File: config.mk
export PLATFORM = sky130hd
export DESIGN_NAME = program_loader
export DESIGN_NICKNAME = d
export VERILOG_FILES = /design/src/rtl/program_loader_pkg.sv /design/src/rtl/program_loader_byte_assembler.sv /design/src/rtl/program_loader.sv
export SDC_FILE = /design/constraint.sdc
export NUM_CORES = 1
export LEC_CHECK = 0
export BUFFER_PORTS_ARGS = -buffer_cell sky130_fd_sc_hd__clkbuf_2
export CORE_ASPECT_RATIO = 0.5
export CORE_UTILIZATION = 53
export CTS_CLUSTER_DIAMETER = 30
export DETAILED_ROUTE_END_ITERATION = 10
export HOLD_SLACK_MARGIN = 0.12
export PLACE_DENSITY = 0.76
export SETUP_SLACK_MARGIN = 0.5
export SLEW_MARGIN = 20
export SYNTH_ARGS = -nofsm -noshare
export SYNTH_HDL_FRONTEND = slang
export SYNTH_SLANG_ARGS = --single-unit
File: constraint.sdc
create_clock -name clk -period 2.6 [get_ports clk]
set_input_delay 0.52 -clock clk [delete_from_list [all_inputs] [get_ports clk]]
set_output_delay 0.52 -clock clk [all_outputs]
set_load 0.03 [all_outputs]
File: src/rtl/program_loader_pkg.sv
// Shared definitions for the boot-time program loader: FSM state encoding,
// word geometry and the instruction-word address helper.
package program_loader_pkg;

    localparam int BYTES_PER_WORD = 4;

    typedef enum logic [2:0] {
        ST_LEN   = 3'd0,
        ST_LOAD  = 3'd1,
        ST_WRITE = 3'd2,
        ST_CHK   = 3'd3,
        ST_DONE  = 3'd4,
        ST_ERROR = 3'd5
    } state_e;

    // Byte address of instruction word number idx; 32-bit wrap-around.
    function automatic logic [31:0] word_addr(input logic [31:0] base,
                                              input logic [31:0] idx);
        return base + (idx * 32'(BYTES_PER_WORD));
    endfunction

endpackage

File: src/rtl/program_loader_byte_assembler.sv
// Big-endian byte-to-word assembler. Accepted bytes shift in MSB first; the
// completed word and word_done are presented combinationally during the
// accept of the 4th byte so the FSM can act on the same clock edge.
module byte_assembler
    import program_loader_pkg::*;
(
    input  logic        clk,
    input  logic        reset,
    input  logic [7:0]  byte_i,
    input  logic        accept_i,
    output logic [31:0] word_o,
    output logic        word_done_o
);

    localparam int CNT_W = $clog2(BYTES_PER_WORD);
    localparam logic [CNT_W-1:0] LAST_BYTE = CNT_W'(BYTES_PER_WORD - 1);

    logic [CNT_W-1:0] cnt_q, cnt_d;
    logic [23:0]      shift_q, shift_d;

    // Next-state for the byte counter and the three-byte history register.
    always_comb begin
        // NOTE: every output of this block gets a default first, so no path leaves it unassigned and no latch is inferred.
        cnt_d       = cnt_q;
        shift_d     = shift_q;
        word_o      = {shift_q, byte_i};
        word_done_o = accept_i && (cnt_q == LAST_BYTE);
        if (accept_i) begin
            cnt_d   = cnt_q + 1'b1;
            shift_d = {shift_q[15:0], byte_i};
        end
    end

    // Assembler registers; synchronous reset wins over a simultaneous accept.
    always_ff @(posedge clk) begin
        // NOTE: state registers use non-blocking assignments so every flop samples pre-edge values.
        if (reset) begin
            cnt_q   <= '0;
            shift_q <= '0;
        end else begin
            cnt_q   <= cnt_d;
            shift_q <= shift_d;
        end
    end

endmodule

File: src/rtl/program_loader.sv
// Boot-time program loader: receives a big-endian byte stream (word count N,
// then N words), writes the words to consecutive memory words starting at
// base_addr and holds the CPU in reset until the image is loaded.
// Optional feature macro: PROGRAM_LOADER_CHECKSUM_EN -- when defined, a 32-bit
// wrap-around sum of all data words follows the image and must match.
module program_loader
    import program_loader_pkg::*;
#(
    parameter logic [31:0] base_addr = 32'h0,
    parameter int unsigned max_words = 1024
) (
    input  logic        clk,
    input  logic        reset,
    input  logic [7:0]  byte_in,
    input  logic        byte_valid,
    output logic        byte_ready,
    output logic [31:0] wr_addr,
    output logic [31:0] wr_data,
    output logic        wr_en,
    output logic        cpu_reset,
    output logic        done,
    output logic        error
);

    localparam logic [31:0] MAX_WORDS_W = 32'(max_words);

`ifdef PROGRAM_LOADER_CHECKSUM_EN
    localparam state_e AFTER_DATA = ST_CHK;
`else
    localparam state_e AFTER_DATA = ST_DONE;
`endif

    state_e      state_q, state_d;
    logic [31:0] len_q, len_d;
    logic [31:0] idx_q, idx_d;
    logic        byte_ready_q, byte_ready_d;
    logic [31:0] wr_addr_q, wr_addr_d;
    logic [31:0] wr_data_q, wr_data_d;
    logic        wr_en_q, wr_en_d;
    logic        cpu_reset_q, cpu_reset_d;
    logic        done_q, done_d;
    logic        error_q, error_d;
`ifdef PROGRAM_LOADER_CHECKSUM_EN
    logic [31:0] sum_q, sum_d;
`endif

    logic        accept;
    logic [31:0] word;
    logic        word_done;

    assign accept = byte_valid && byte_ready_q;

    byte_assembler u_asm (
        .clk         (clk),
        .reset       (reset),
        .byte_i      (byte_in),
        .accept_i    (accept),
        .word_o      (word),
        .word_done_o (word_done)
    );

    // FSM next state; registered outputs are derived from the next state so
    // they line up with the state they describe.
    always_comb begin
        state_d   = state_q;
        len_d     = len_q;
        idx_d     = idx_q;
        wr_en_d   = 1'b0;
        wr_addr_d = wr_addr_q;
        wr_data_d = wr_data_q;
`ifdef PROGRAM_LOADER_CHECKSUM_EN
        sum_d     = sum_q;
`endif
        case (state_q)
            ST_LEN: begin
                if (word_done) begin
                    len_d = word;
                    if (word == 32'd0)
                        state_d = AFTER_DATA;
                    else if (word > MAX_WORDS_W)
                        state_d = ST_ERROR;
                    else
                        state_d = ST_LOAD;
                end
            end
            ST_LOAD: begin
                if (word_done) begin
                    state_d   = ST_WRITE;
                    wr_en_d   = 1'b1;
                    wr_addr_d = word_addr(base_addr, idx_q);
                    wr_data_d = word;
`ifdef PROGRAM_LOADER_CHECKSUM_EN
                    sum_d     = sum_q + word;
`endif
                end
            end
            ST_WRITE: begin
                idx_d   = idx_q + 32'd1;
                state_d = (idx_d == len_q) ? AFTER_DATA : ST_LOAD;
            end
            ST_CHK: begin
`ifdef PROGRAM_LOADER_CHECKSUM_EN
                if (word_done)
                    state_d = (word == sum_q) ? ST_DONE : ST_ERROR;
`endif
            end
            ST_DONE, ST_ERROR: begin
                state_d = state_q;
            end
            default: begin
                state_d = ST_LEN;
            end
        endcase

        byte_ready_d = (state_d == ST_LEN) || (state_d == ST_LOAD) ||
                       (state_d == ST_CHK);
        done_d       = (state_d == ST_DONE);
        error_d      = (state_d == ST_ERROR);
        cpu_reset_d  = (state_d != ST_DONE);
    end

    // State, counters and output registers with synchronous reset.
    always_ff @(posedge clk) begin
        if (reset) begin
            state_q      <= ST_LEN;
            len_q        <= '0;
            idx_q        <= '0;
            byte_ready_q <= 1'b1;
            wr_addr_q    <= '0;
            wr_data_q    <= '0;
            wr_en_q      <= 1'b0;
            cpu_reset_q  <= 1'b1;
            done_q       <= 1'b0;
            error_q      <= 1'b0;
`ifdef PROGRAM_LOADER_CHECKSUM_EN
            sum_q        <= '0;
`endif
        end else begin
            state_q      <= state_d;
            len_q        <= len_d;
            idx_q        <= idx_d;
            byte_ready_q <= byte_ready_d;
            wr_addr_q    <= wr_addr_d;
            wr_data_q    <= wr_data_d;
            wr_en_q      <= wr_en_d;
            cpu_reset_q  <= cpu_reset_d;
            done_q       <= done_d;
            error_q      <= error_d;
`ifdef PROGRAM_LOADER_CHECKSUM_EN
            sum_q        <= sum_d;
`endif
        end
    end

    assign byte_ready = byte_ready_q;
    assign wr_addr    = wr_addr_q;
    assign wr_data    = wr_data_q;
    assign wr_en      = wr_en_q;
    assign cpu_reset  = cpu_reset_q;
    assign done       = done_q;
    assign error      = error_q;

endmodule
==> results.py, run 1 <==
metrics = {
    "pwr": {
        "p_sw_mw": 1.20,
        "max-vdd-ir-drop_mv": 0.475,
        "power.share.clock_pct": 47.8,
        "internal_power_mw": 3.83,
        "seq_power_share_pct": 49.4,
        "leakage_nw": 3.24,
        "total_power_mw": 5.03,
        "power-per-cell-area_mw_per_mm2": 574,
        "switching_share_pct": 23.8,
        "pwr-share-comb_pct": 2.8,
    },
    "finish": {
        "nets": 1018,
        "drive_gt1_share_pct": 23.8,
        "stdcell_area_sq_mm": 0.00876,
        "area_growth_pct": 25.7,
        "fin_cells": 1186,
        "n_antenna_cell": 0,
        "num-fill-cells": 1047,
        "fin_util_pct": 68.8,
    },
    "worst_setup_path": {
        "critPathKind": "flip-flop to flip-flop",
        "ff2ff_path_depth": 9,
        "cp_data_required_time_ns": 2.91,
        "rr_endpoint": "cpu_reset$_SDFF_PP1_",
        "regToRegSetupSlack_ns": 0.07,
        "worstPathArrival_ns": 2.84,
        "critPathCaptureType": "flip-flop",
        "timing.rr.start": "idx_q[1]$_SDFFE_PP0P_",
        "cp-start-kind": "flip-flop",
        "worst-path-max-fanout": 5,
    },
    "synthesis": {
        "synthArstFlopShare_pct": 0,
        "yosysWarnings": 0,
        "ys_ff_latch": 160,
        "synthCells": 895,
        "yosysSeqAreaShare_pct": 46.0,
        "ys_types": 52,
        "synth_flop_cell": "dfxtp_1",
        "syn_area_per_cell_sq_um": 7.79,
        "synth_area_sq_mm": 0.00697,
        "synth_edf_count": 0,
    },
    "detailed_routing": {
        "wl_met3_mm": 1.44,
        "drt-vias-per-instance": 5.53,
        "drc_errors": 0,
        "top_layer_used": "met4",
        "vias": 6556,
        "drtIter0Drc": 531,
        "wl_per_cell_um": 16.3,
        "wl_met2_mm": 7.86,
        "ant_nets": 0,
        "wirelength_mm": 19.4,
        "wl_met1_mm": 9.84,
        "firstDrtPassIters": 5,
    },
    "placed_design": {
        "port_buffers": 77,
        "dp_hpwl_mm": 12.9,
        "dpl.cell_count": 1122,
        "globalplace.congestion": 0.929,
        "place_area_sq_mm": 0.00775,
    },
    "global_routing": {
        "first_global_vias": 5978,
        "grt_pass1_wl_mm": 30.8,
        "grt_overflow": 0,
        "grt.total_usage_pct": 28.8,
        "grt_max_degree": 63,
        "antenna_found_initial": 0,
    },
    "worst_hold_path": {
        "worstHoldEndpoint": "wr_data[2]$_SDFFE_PP0P_",
        "min_path_type": "input port to flip-flop",
        "worstHoldPathCells": 3,
        "min_from": "byte_in[2]",
    },
    "floorplan": {
        "die_w_um": 164,
        "die-height_um": 83.1,
        "io_pins": 80,
        "start_util_pct": 54.7,
        "core_area_sq_mm": 0.0127,
        "rows": 29,
        "die_area_sq_mm": 0.0136,
    },
    "clocking": {
        "h-tree-depth": 4,
        "clkTransAtPathRegs_ns": 0.07,
        "clock_latency_ns": 0.42,
        "clock_sinks": 160,
        "clockBufferDepth": 2,
        "cts_tree": "built",
        "root_buffer": "clkbuf_16",
        "cts_buffers": 17,
    },
    "timing": {
        "finalCritPeriodShare_pct": 97.3,
        "fin_crit_ns": 2.53,
        "clock_skew_ns": 0.00757,
        "rsz0062_at_grt": "true",
        "max_slew.worst_pin.slew_ns": 0.889,
        "whs_ns": 0.368,
        "relSlewSlack_pct": 40.6,
        "max_freq_mhz": 395,
        "setup_violations": 0,
        "hold_viol_final": 0,
        "drv_slew": 0,
    },
    "run": {
        "drv_cap": 0,
    },
    "status": {
        "status": "complete, no violations",
    },
}
power by group through the flow:
stage	sequential, mW	combinational [mW]	clock, mW
floorplan	2.54	0.0952	0
global placement	2.55	0.133	0
detailed placement	2.55	0.134	0
CTS	2.49	0.137	2.42
global route	2.49	0.154	2.53
finish	2.49	0.141	2.40
logic make-up (layout without fill, tap and decap cells):
family / after synthesis / after routing / synth area share [%]
buf+inv: 74 / 194 / 4.42
flops: 160 / 160 / 46.0
simple gates: 415 / 415 / 26.6
mux: 3 / 3 / 0.431
fa+ha+maj: 2 / 2 / 0.359
xor+xnor: 70 / 70 / 8.80
compound gates: 170 / 170 / 13.3
other cells: 1 / 2 / 0.0538
worst max path at each step:
stage / from / end / cells after the start
2_1_floorplan: idx_q[2]$_SDFFE_PP0P_ / cpu_reset$_SDFF_PP1_ / 9
3_3_place_gp: idx_q[10]$_SDFFE_PP0P_ / cpu_reset$_SDFF_PP1_ / 8
3_5_place_dp: idx_q[10]$_SDFFE_PP0P_ / cpu_reset$_SDFF_PP1_ / 8
4_1_cts: idx_q[0]$_SDFFE_PP0P_ / cpu_reset$_SDFF_PP1_ / 9
5_1_grt: idx_q[1]$_SDFFE_PP0P_ / cpu_reset$_SDFF_PP1_ / 9
6_report: idx_q[1]$_SDFFE_PP0P_ / cpu_reset$_SDFF_PP1_ / 9
area by class of cell:
type,instances,area (sq um),share of cell area (%)
multi-input combinational,662,3670,41.8
sequential,160,3250,37.1
timing repair buffer,160,1060,12.1
clock buffer,17,425,4.85
tap,170,213,2.43
clock inverter,13,130,1.48
inverter,4,15.0,0.171
worst max-delay path: stages, from the launching register on:
cell      delay [ns]
dfxtp_4         0.38
ha_4            0.15
nand3_4         0.12
buf_4           0.17
nor4_4          0.28
nand4b_1        0.28
nor4_1          0.39
o311a_4         0.30
a31oi_4         0.11
or2_1           0.23
state kept, by name (all words and copies together), names as in the netlist:
register,cells
error,1
byte_ready,1
cpu_reset,1
wr_data,32
idx_q,32
done,1
state_q,3
wr_en,1
len_q,32
wr_addr,30
u_asm.shift_q,24
u_asm.cnt_q,2
synthesized netlist by cell type (3+ instances only):
| master | instances | area share [%] |
|---|---|---|
| inv_1 | 4 | 0.22 |
| nor4_1 | 13 | 1.2 |
| clkbuf_1 | 50 | 2.7 |
| or3_1 | 8 | 0.72 |
| nand2b_1 | 3 | 0.27 |
| xnor2_1 | 43 | 5.4 |
| nor2b_1 | 3 | 0.27 |
| o211ai_1 | 4 | 0.43 |
| or4_1 | 3 | 0.32 |
| buf_2 | 13 | 0.93 |
| o21ai_0 | 11 | 0.79 |
| nand4_1 | 15 | 1.3 |
| nand3_1 | 15 | 1.1 |
| o31ai_1 | 3 | 0.32 |
| dfxtp_1 | 160 | 46 |
| a21oi_1 | 133 | 9.6 |
| buf_4 | 3 | 0.32 |
| and3_1 | 4 | 0.36 |
| a31oi_1 | 3 | 0.27 |
| nand2_1 | 269 | 14 |
| mux2i_1 | 3 | 0.43 |
| nor3_1 | 8 | 0.57 |
| nor3b_1 | 3 | 0.32 |
| xor2_1 | 27 | 3.4 |
| nor2_1 | 50 | 2.7 |
| a211oi_1 | 3 | 0.32 |
| and4_1 | 4 | 0.50 |
timing repair:
action	4_1_cts	5_1_grt
pin swaps	16	21
resized for setup	25	29
cloned	0	0
setup buffers	21	13
hold buffers	0	0
setup endpoints to repair	10	12
metrics by stage:
| stage | setup WS [ns] | TNS [ns] |
|---|---|---|
| floorplan | 0.285 | 0 |
| global route | -0.0452 | -0.0833 |
| detailed placement | -0.0161 | -0.0161 |
| finish | 0.0696 | 0 |
| global placement | 0.0749 | 0 |
| CTS | 0.171 | 0 |
cell usage in the layout, fill, tap and decap left out, types with 4 or more instances in the layout:
cell	n
nor3_1	7
nor2_1	45
and4_1	4
o21ai_0	7
inv_1	4
clkbuf_2	76
buf_4	77
dfxtp_4	10
buf_6	4
o211ai_1	4
nand3_1	11
clkbuf_16	17
xnor2_1	43
nand2_1	267
and3_1	4
o21ai_1	4
nor4_1	11
xor2_1	26
nand4_1	15
inv_6	5
dfxtp_1	143
a21oi_1	131
dfxtp_2	7
or3_1	7
layer usage:
layer  vias up  global-route usage (%)
li1       3223                       -
met1      3077                    44.7
met2       235                    39.8
met3        21                    6.14
met4         0                    6.65
met5         -                       0
No activity file was read; power rests on OpenSTA's default activity.
==> run 2: changes to the inputs <==
CAP_MARGIN = 0   (was unset)
GPL_TIMING_DRIVEN = 0   (was unset)
SYNTH_HIERARCHICAL = 1   (was unset)
==> results.py, run 2 <==
metrics = {
    "synthesis": {
        "synth_common_cells": "nand2_1 (222), dfxtp_1 (160), a21oi_1 (107)",
        "yosysSeqAreaShare_pct": 45.2,
        "syn_area_per_cell_sq_um": 8.08,
        "synth_top_family_by_area": "simple AND/OR/NAND/NOR gates",
        "muxShareOfSynthArea_pct": 4.13,
        "ys_types": 55,
        "synthMostInstantiatedCell": "nand2_1",
        "synthCells": 878,
        "synth_flop_cell": "dfxtp_1",
        "synth_area_sq_mm": 0.00709,
        "synth_top_area_share_pct": 45.2,
        "synthXorXnorAreaFrac_pct": 8.65,
        "ys_ff_latch": 160,
        "yosys.area_share.simple_pct": 25.3,
        "yosysWarnings": 6,
        "synth_edf_count": 0,
        "yosys.area.top_type": "dfxtp_1",
        "synth_compound_area_share_pct": 10.8,
        "ys_top_cells_by_area": "dfxtp_1 (45%), nand2_1 (12%), a21oi_1 (7.6%)",
        "synthArstFlopShare_pct": 0,
        "synth-adder-area-share_pct": 0.353,
    },
    "worst_setup_path": {
        "timing.rr.start": "idx_q[10]$_SDFFE_PP0P_",
        "cp-start-kind": "flip-flop",
        "rr_endpoint": "error$_SDFF_PP0_",
        "ff2ff_path_depth": 10,
        "cp_data_required_time_ns": 2.90,
        "worst-path-max-fanout": 8,
        "worstPathArrival_ns": 2.92,
        "critPathKind": "flip-flop to flip-flop",
        "critPathCaptureType": "flip-flop",
        "regToRegSetupSlack_ns": -0.02,
    },
    "detailed_routing": {
        "firstDrtPassIters": 9,
        "ant_nets": 0,
        "drc_errors": 17,
        "wl_per_cell_um": 16.7,
        "drt-vias-per-instance": 5.59,
        "vias": 6577,
        "wirelength_mm": 19.6,
        "drtIter0Drc": 697,
    },
    "timing": {
        "hold_viol_final": 0,
        "clock_skew_ns": 0.0105,
        "setup_ws_ns": -0.0238,
        "finalCritPeriodShare_pct": 101,
        "tns_ns": -0.0554,
        "max_freq_mhz": 381,
        "setup_violations": 4,
        "fin_crit_ns": 2.62,
        "rsz0062_at_grt": "true",
        "max_slew.worst_pin.slew_ns": 0.764,
        "relSlewSlack_pct": 48.8,
        "whs_ns": 0.356,
        "drv_slew": 0,
    },
    "placed_design": {
        "dp_hpwl_mm": 13.6,
        "globalplace.congestion": 0.912,
        "place_area_sq_mm": 0.00773,
        "port_buffers": 77,
        "dpl.cell_count": 1126,
        "place_ws_ns": -0.381,
    },
    "finish": {
        "drive_gt1_share_pct": 23.4,
        "fin_cells": 1177,
        "layout_commonest_cell": "nand2_1",
        "stdcell_area_sq_mm": 0.00882,
        "num-fill-cells": 1025,
        "nets": 1009,
        "n_antenna_cell": 0,
        "fin_util_pct": 68.7,
        "final_cell_mix": "nand2_1 (218), dfxtp_1 (147), a21oi_1 (106)",
        "area_growth_pct": 24.3,
    },
    "status": {
        "failed_checks": "DRC, setup timing",
        "status": "finished with violations",
    },
    "clocking": {
        "cts_hold_repair.buffers": 0,
        "cts_tree": "built",
        "clock_latency_ns": 0.43,
        "root_buffer": "clkbuf_16",
        "clkTransAtPathRegs_ns": 0.07,
        "clockBufferDepth": 2,
        "cts_buffers": 17,
        "clock_sinks": 160,
        "h-tree-depth": 4,
    },
    "floorplan": {
        "die-height_um": 83.8,
        "die_w_um": 166,
        "core_area_sq_mm": 0.0128,
        "die_area_sq_mm": 0.0139,
        "io_pins": 80,
        "start_util_pct": 55.2,
        "rows": 29,
    },
    "global_routing": {
        "grt_max_degree": 17,
        "antenna_found_initial": 0,
        "grt_overflow": 0,
        "first_global_vias": 5971,
        "grt_pass1_wl_mm": 30.7,
        "grt.total_usage_pct": 28.7,
    },
    "worst_hold_path": {
        "worstHoldPathCells": 3,
        "min_from": "byte_in[5]",
        "worstHoldEndpoint": "u_asm/shift_q[5]$_SDFFE_PP0P_",
        "min_path_type": "input port to flip-flop",
    },
    "pwr": {
        "power-per-cell-area_mw_per_mm2": 593,
        "total_power_mw": 5.23,
        "leakage_nw": 3.41,
        "max-vdd-ir-drop_mv": 0.387,
    },
    "run": {
        "drv_cap": 0,
    },
}
## run 2: changes by cell type in the layout (fill, tap and decap cells not counted), moves of 14 or more
cell      delta
nor2_1      +25
buf_4       -44
clkbuf_2    +14
clkbuf_1    +20
mux2i_1     +24
nand2_1     -49
a21oi_1     -25
## run 2: area by class of cell
type | instances | area [sq um] | share of cell area [%]
Buffer | 70 | 478 | 5.42
Clock buffer | 20 | 468 | 5.31
Clock inverter | 10 | 124 | 1.40
Inverter | 8 | 30.0 | 0.341
Multi-Input combinational cell | 641 | 3730 | 42.3
Sequential cell | 160 | 3230 | 36.6
Tap cell | 170 | 213 | 2.41
Timing Repair Buffer | 98 | 551 | 6.24
## run 2: layer usage
| metal | vias up | GRT usage, % | share of wire, % |
|---|---|---|---|
| li1 | 3170 | - | - |
| met1 | 3072 | 42.0 | 47 |
| met2 | 297 | 42.1 | 43 |
| met3 | 38 | 5.41 | 8.8 |
| met4 | 0 | 9.26 | 1.5 |
| met5 | - | 0 | 0 |
## run 2: how the worst max path moves through the flow
stage | from | to | slack [ns] | cells after the start
after floorplan | idx_q[3]$_SDFFE_PP0P_ | done$_SDFF_PP0_ | 0.16 | 10
after global placement | idx_q[1]$_SDFFE_PP0P_ | done$_SDFF_PP0_ | -0.33 | 11
after detailed placement | byte_valid | wr_addr[2]$_SDFFE_PP0P_ | -0.38 | 10
after CTS | idx_q[1]$_SDFFE_PP0P_ | done$_SDFF_PP0_ | -0.05 | 10
after global routing | idx_q[10]$_SDFFE_PP0P_ | error$_SDFF_PP0_ | -0.11 | 10
final | idx_q[10]$_SDFFE_PP0P_ | error$_SDFF_PP0_ | -0.02 | 10
## run 2: kinds of logic after synthesis
group	count (synthesis)
buf+inv	78
flops	160
other cells	1
simple gates	398
fa+ha+maj	2
xor+xnor	70
mux	29
compound gates	140
## run 2: report_power, final
part / switching, mW / leakage, nW / total [mW] / internal (mW)
clock network: 1.04 / 0.285 / 2.54 / 1.50
registers: 0.0324 / 1.30 / 2.50 / 2.47
logic: 0.117 / 1.82 / 0.190 / 0.0733
## run 2: worst max-delay path: stages, from the launching register on
cell and delay, ns:
dfxtp_1 0.31, clkbuf_4 0.18, nand4_1 0.22, buf_4 0.22
nor4_4 0.27, xnor2_1 0.15, o21ai_0 0.11, or4_4 0.44
nor4_4 0.25, a21o_1 0.24, a21oi_1 0.09
## run 2: what timing repair did
item                       CTS  global route
buffers inserted            15             6
resized for setup           54            52
setup endpoints to repair  116           109
pin swaps                   17             8
==> run 3: changes to the inputs <==
CELL_PAD_IN_SITES_DETAIL_PLACEMENT = 0   (was unset)
CELL_PAD_IN_SITES_GLOBAL_PLACEMENT = 1   (was unset)
CORE_UTILIZATION = 39   (was 53)
PLACE_DENSITY = unset   (was 0.76)
PLACE_DENSITY_LB_ADDON = 0.1   (was unset)
TNS_END_PERCENT = 5   (was unset)
==> results.py, run 3 (synthesis gave the netlist of run 2 again) <==
metrics = {
    "worst_setup_path": {
        "critPathCaptureType": "flip-flop",
        "cp-start-kind": "flip-flop",
        "cp_data_required_time_ns": 2.99,
        "critPathKind": "flip-flop to flip-flop",
        "worstPathArrival_ns": 3.04,
        "worst-path-max-fanout": 5,
    },
    "placed_design": {
        "port_buffers": 77,
        "place_ws_ns": -0.452,
        "globalplace.congestion": 0.874,
        "dpl.cell_count": 1190,
        "dp_hpwl_mm": 15.1,
    },
    "pwr": {
        "p_sw_mw": 1.29,
        "internal_power_mw": 3.94,
        "power.share.clock_pct": 48.7,
        "seq_power_share_pct": 47.7,
        "pwr-share-comb_pct": 3.6,
        "power-per-cell-area_mw_per_mm2": 593,
        "switching_share_pct": 24.7,
        "leakage_nw": 3.35,
        "max-vdd-ir-drop_mv": 0.469,
        "total_power_mw": 5.23,
    },
    "timing": {
        "finalCritPeriodShare_pct": 102,
        "drv_slew": 0,
        "tns_ns": -0.145,
        "setup_violations": 5,
        "rsz0062_at_grt": "true",
        "relSlewSlack_pct": 35.1,
        "max_freq_mhz": 377,
        "hold_viol_final": 0,
        "clock_skew_ns": 0.0120,
        "max_slew.worst_pin.slew_ns": 0.969,
        "setup_ws_ns": -0.0530,
        "fin_crit_ns": 2.65,
        "whs_ns": 0.349,
    },
    "global_routing": {
        "first_global_vias": 5883,
        "grt_overflow": 0,
        "grt_pass1_wl_mm": 32.8,
        "antenna_found_initial": 0,
        "grt.total_usage_pct": 23.1,
        "grt_max_degree": 17,
    },
    "run": {
        "drv_cap": 0,
    },
    "worst_hold_path": {
        "min_path_type": "input port to flip-flop",
    },
    "clocking": {
        "clockBufferDepth": 2,
        "h-tree-depth": 4,
        "clock_sinks": 160,
        "cts_buffers": 17,
        "clkTransAtPathRegs_ns": 0.07,
        "clock_latency_ns": 0.44,
        "cts_tree": "built",
        "root_buffer": "clkbuf_16",
    },
    "status": {
        "status": "finished with violations",
        "failed_checks": "DRC, setup timing",
    },
    "finish": {
        "area_growth_pct": 24.5,
        "layout_commonest_cell": "nand2_1",
        "n_antenna_cell": 0,
        "final_cell_mix": "nand2_1 (217), dfxtp_1 (150), a21oi_1 (107)",
        "fin_cells": 1246,
        "nets": 1012,
        "num-fill-cells": 1777,
        "drive_gt1_share_pct": 21.2,
    },
    "detailed_routing": {
        "ant_nets": 0,
        "drt-vias-per-instance": 4.98,
        "drc_errors": 14,
        "drtIter0Drc": 461,
        "wl_per_cell_um": 16.6,
        "vias": 6202,
        "firstDrtPassIters": 8,
        "wirelength_mm": 20.7,
    },
    "floorplan": {
        "die-height_um": 97.4,
        "die_w_um": 193,
        "core_area_sq_mm": 0.0176,
        "start_util_pct": 40.4,
        "die_area_sq_mm": 0.0188,
        "rows": 34,
        "io_pins": 80,
    },
}
## run 3: area by class of cell
type	count	area (sq um)	area share (%)
Timing Repair Buffer	101	577	6.53
Buffer	70	424	4.80
Tap cell	234	293	3.32
Multi-Input combinational cell	641	3680	41.7
Inverter	8	30.0	0.340
Clock inverter	13	141	1.60
Clock buffer	19	453	5.13
Sequential cell	160	3230	36.6
## run 3: power by group through the flow
stage | sequential, mW | clock (mW) | combinational [mW]
final | 2.50 | 2.55 | 0.188
after CTS | 2.50 | 2.59 | 0.188
after floorplan | 2.54 | 0 | 0.131
after global placement | 2.56 | 0 | 0.182
after detailed placement | 2.56 | 0 | 0.185
after global routing | 2.50 | 2.70 | 0.204
## run 3: worst paths after layout
check             slack [ns]                       endpoint  cells past startpoint                startpoint
setup / recovery       -0.05                done$_SDFF_PP0_                     12     idx_q[6]$_SDFFE_PP0P_
hold / removal          0.35  u_asm/shift_q[6]$_SDFFE_PP0P_                      3                byte_in[6]
setup reg to reg       -0.05                done$_SDFF_PP0_                     12     idx_q[6]$_SDFFE_PP0P_
hold reg to reg         0.45       wr_addr[22]$_SDFFE_PP0P_                      2  wr_addr[22]$_SDFFE_PP0P_
## run 3: what timing repair did
item / in CTS / in global routing
pin swaps: 20 / 4
resized for setup: 52 / 13
endpoints found under the hold margin: 0 / 0
buffers inserted: 23 / 1
setup endpoints to repair: 111 / 118
hold buffers: 0 / 0
cloned: 0 / 0
## run 3: routing by layer
layer  share of wire [%]  wire length (um)  vias up  GRT usage, %
met3                 4.7               978       15          4.19
met1                  56             11500     2871          37.0
met5                   0                 0        -             0
li1                    -                 -     3185             -
met4                0.80               165        0          6.36
met2                  39              8020      131          30.6
## run 3: worst max-delay path: stages (launching register included)
cell and delay (ns):
dfxtp_2 0.32, buf_6 0.10, nand4_4 0.12, buf_8 0.15, nor4_4 0.32, buf_6 0.17, nand3_4 0.08, xnor2_2 0.15
or4_4 0.53, nor4_4 0.25, a31oi_2 0.17, inv_2 0.10, and3_1 0.14
## run 3: per-stage QoR
| stage | cell area (sq um) | utilization [%] |
|---|---|---|
| after detailed placement | 7810 | 44.5 |
| final | 8830 | 50.3 |
| after global routing | 8830 | 50.3 |
| after floorplan | 7130 | - |
| after CTS | 8780 | 50.0 |
| after global placement | 7810 | 44.4 |
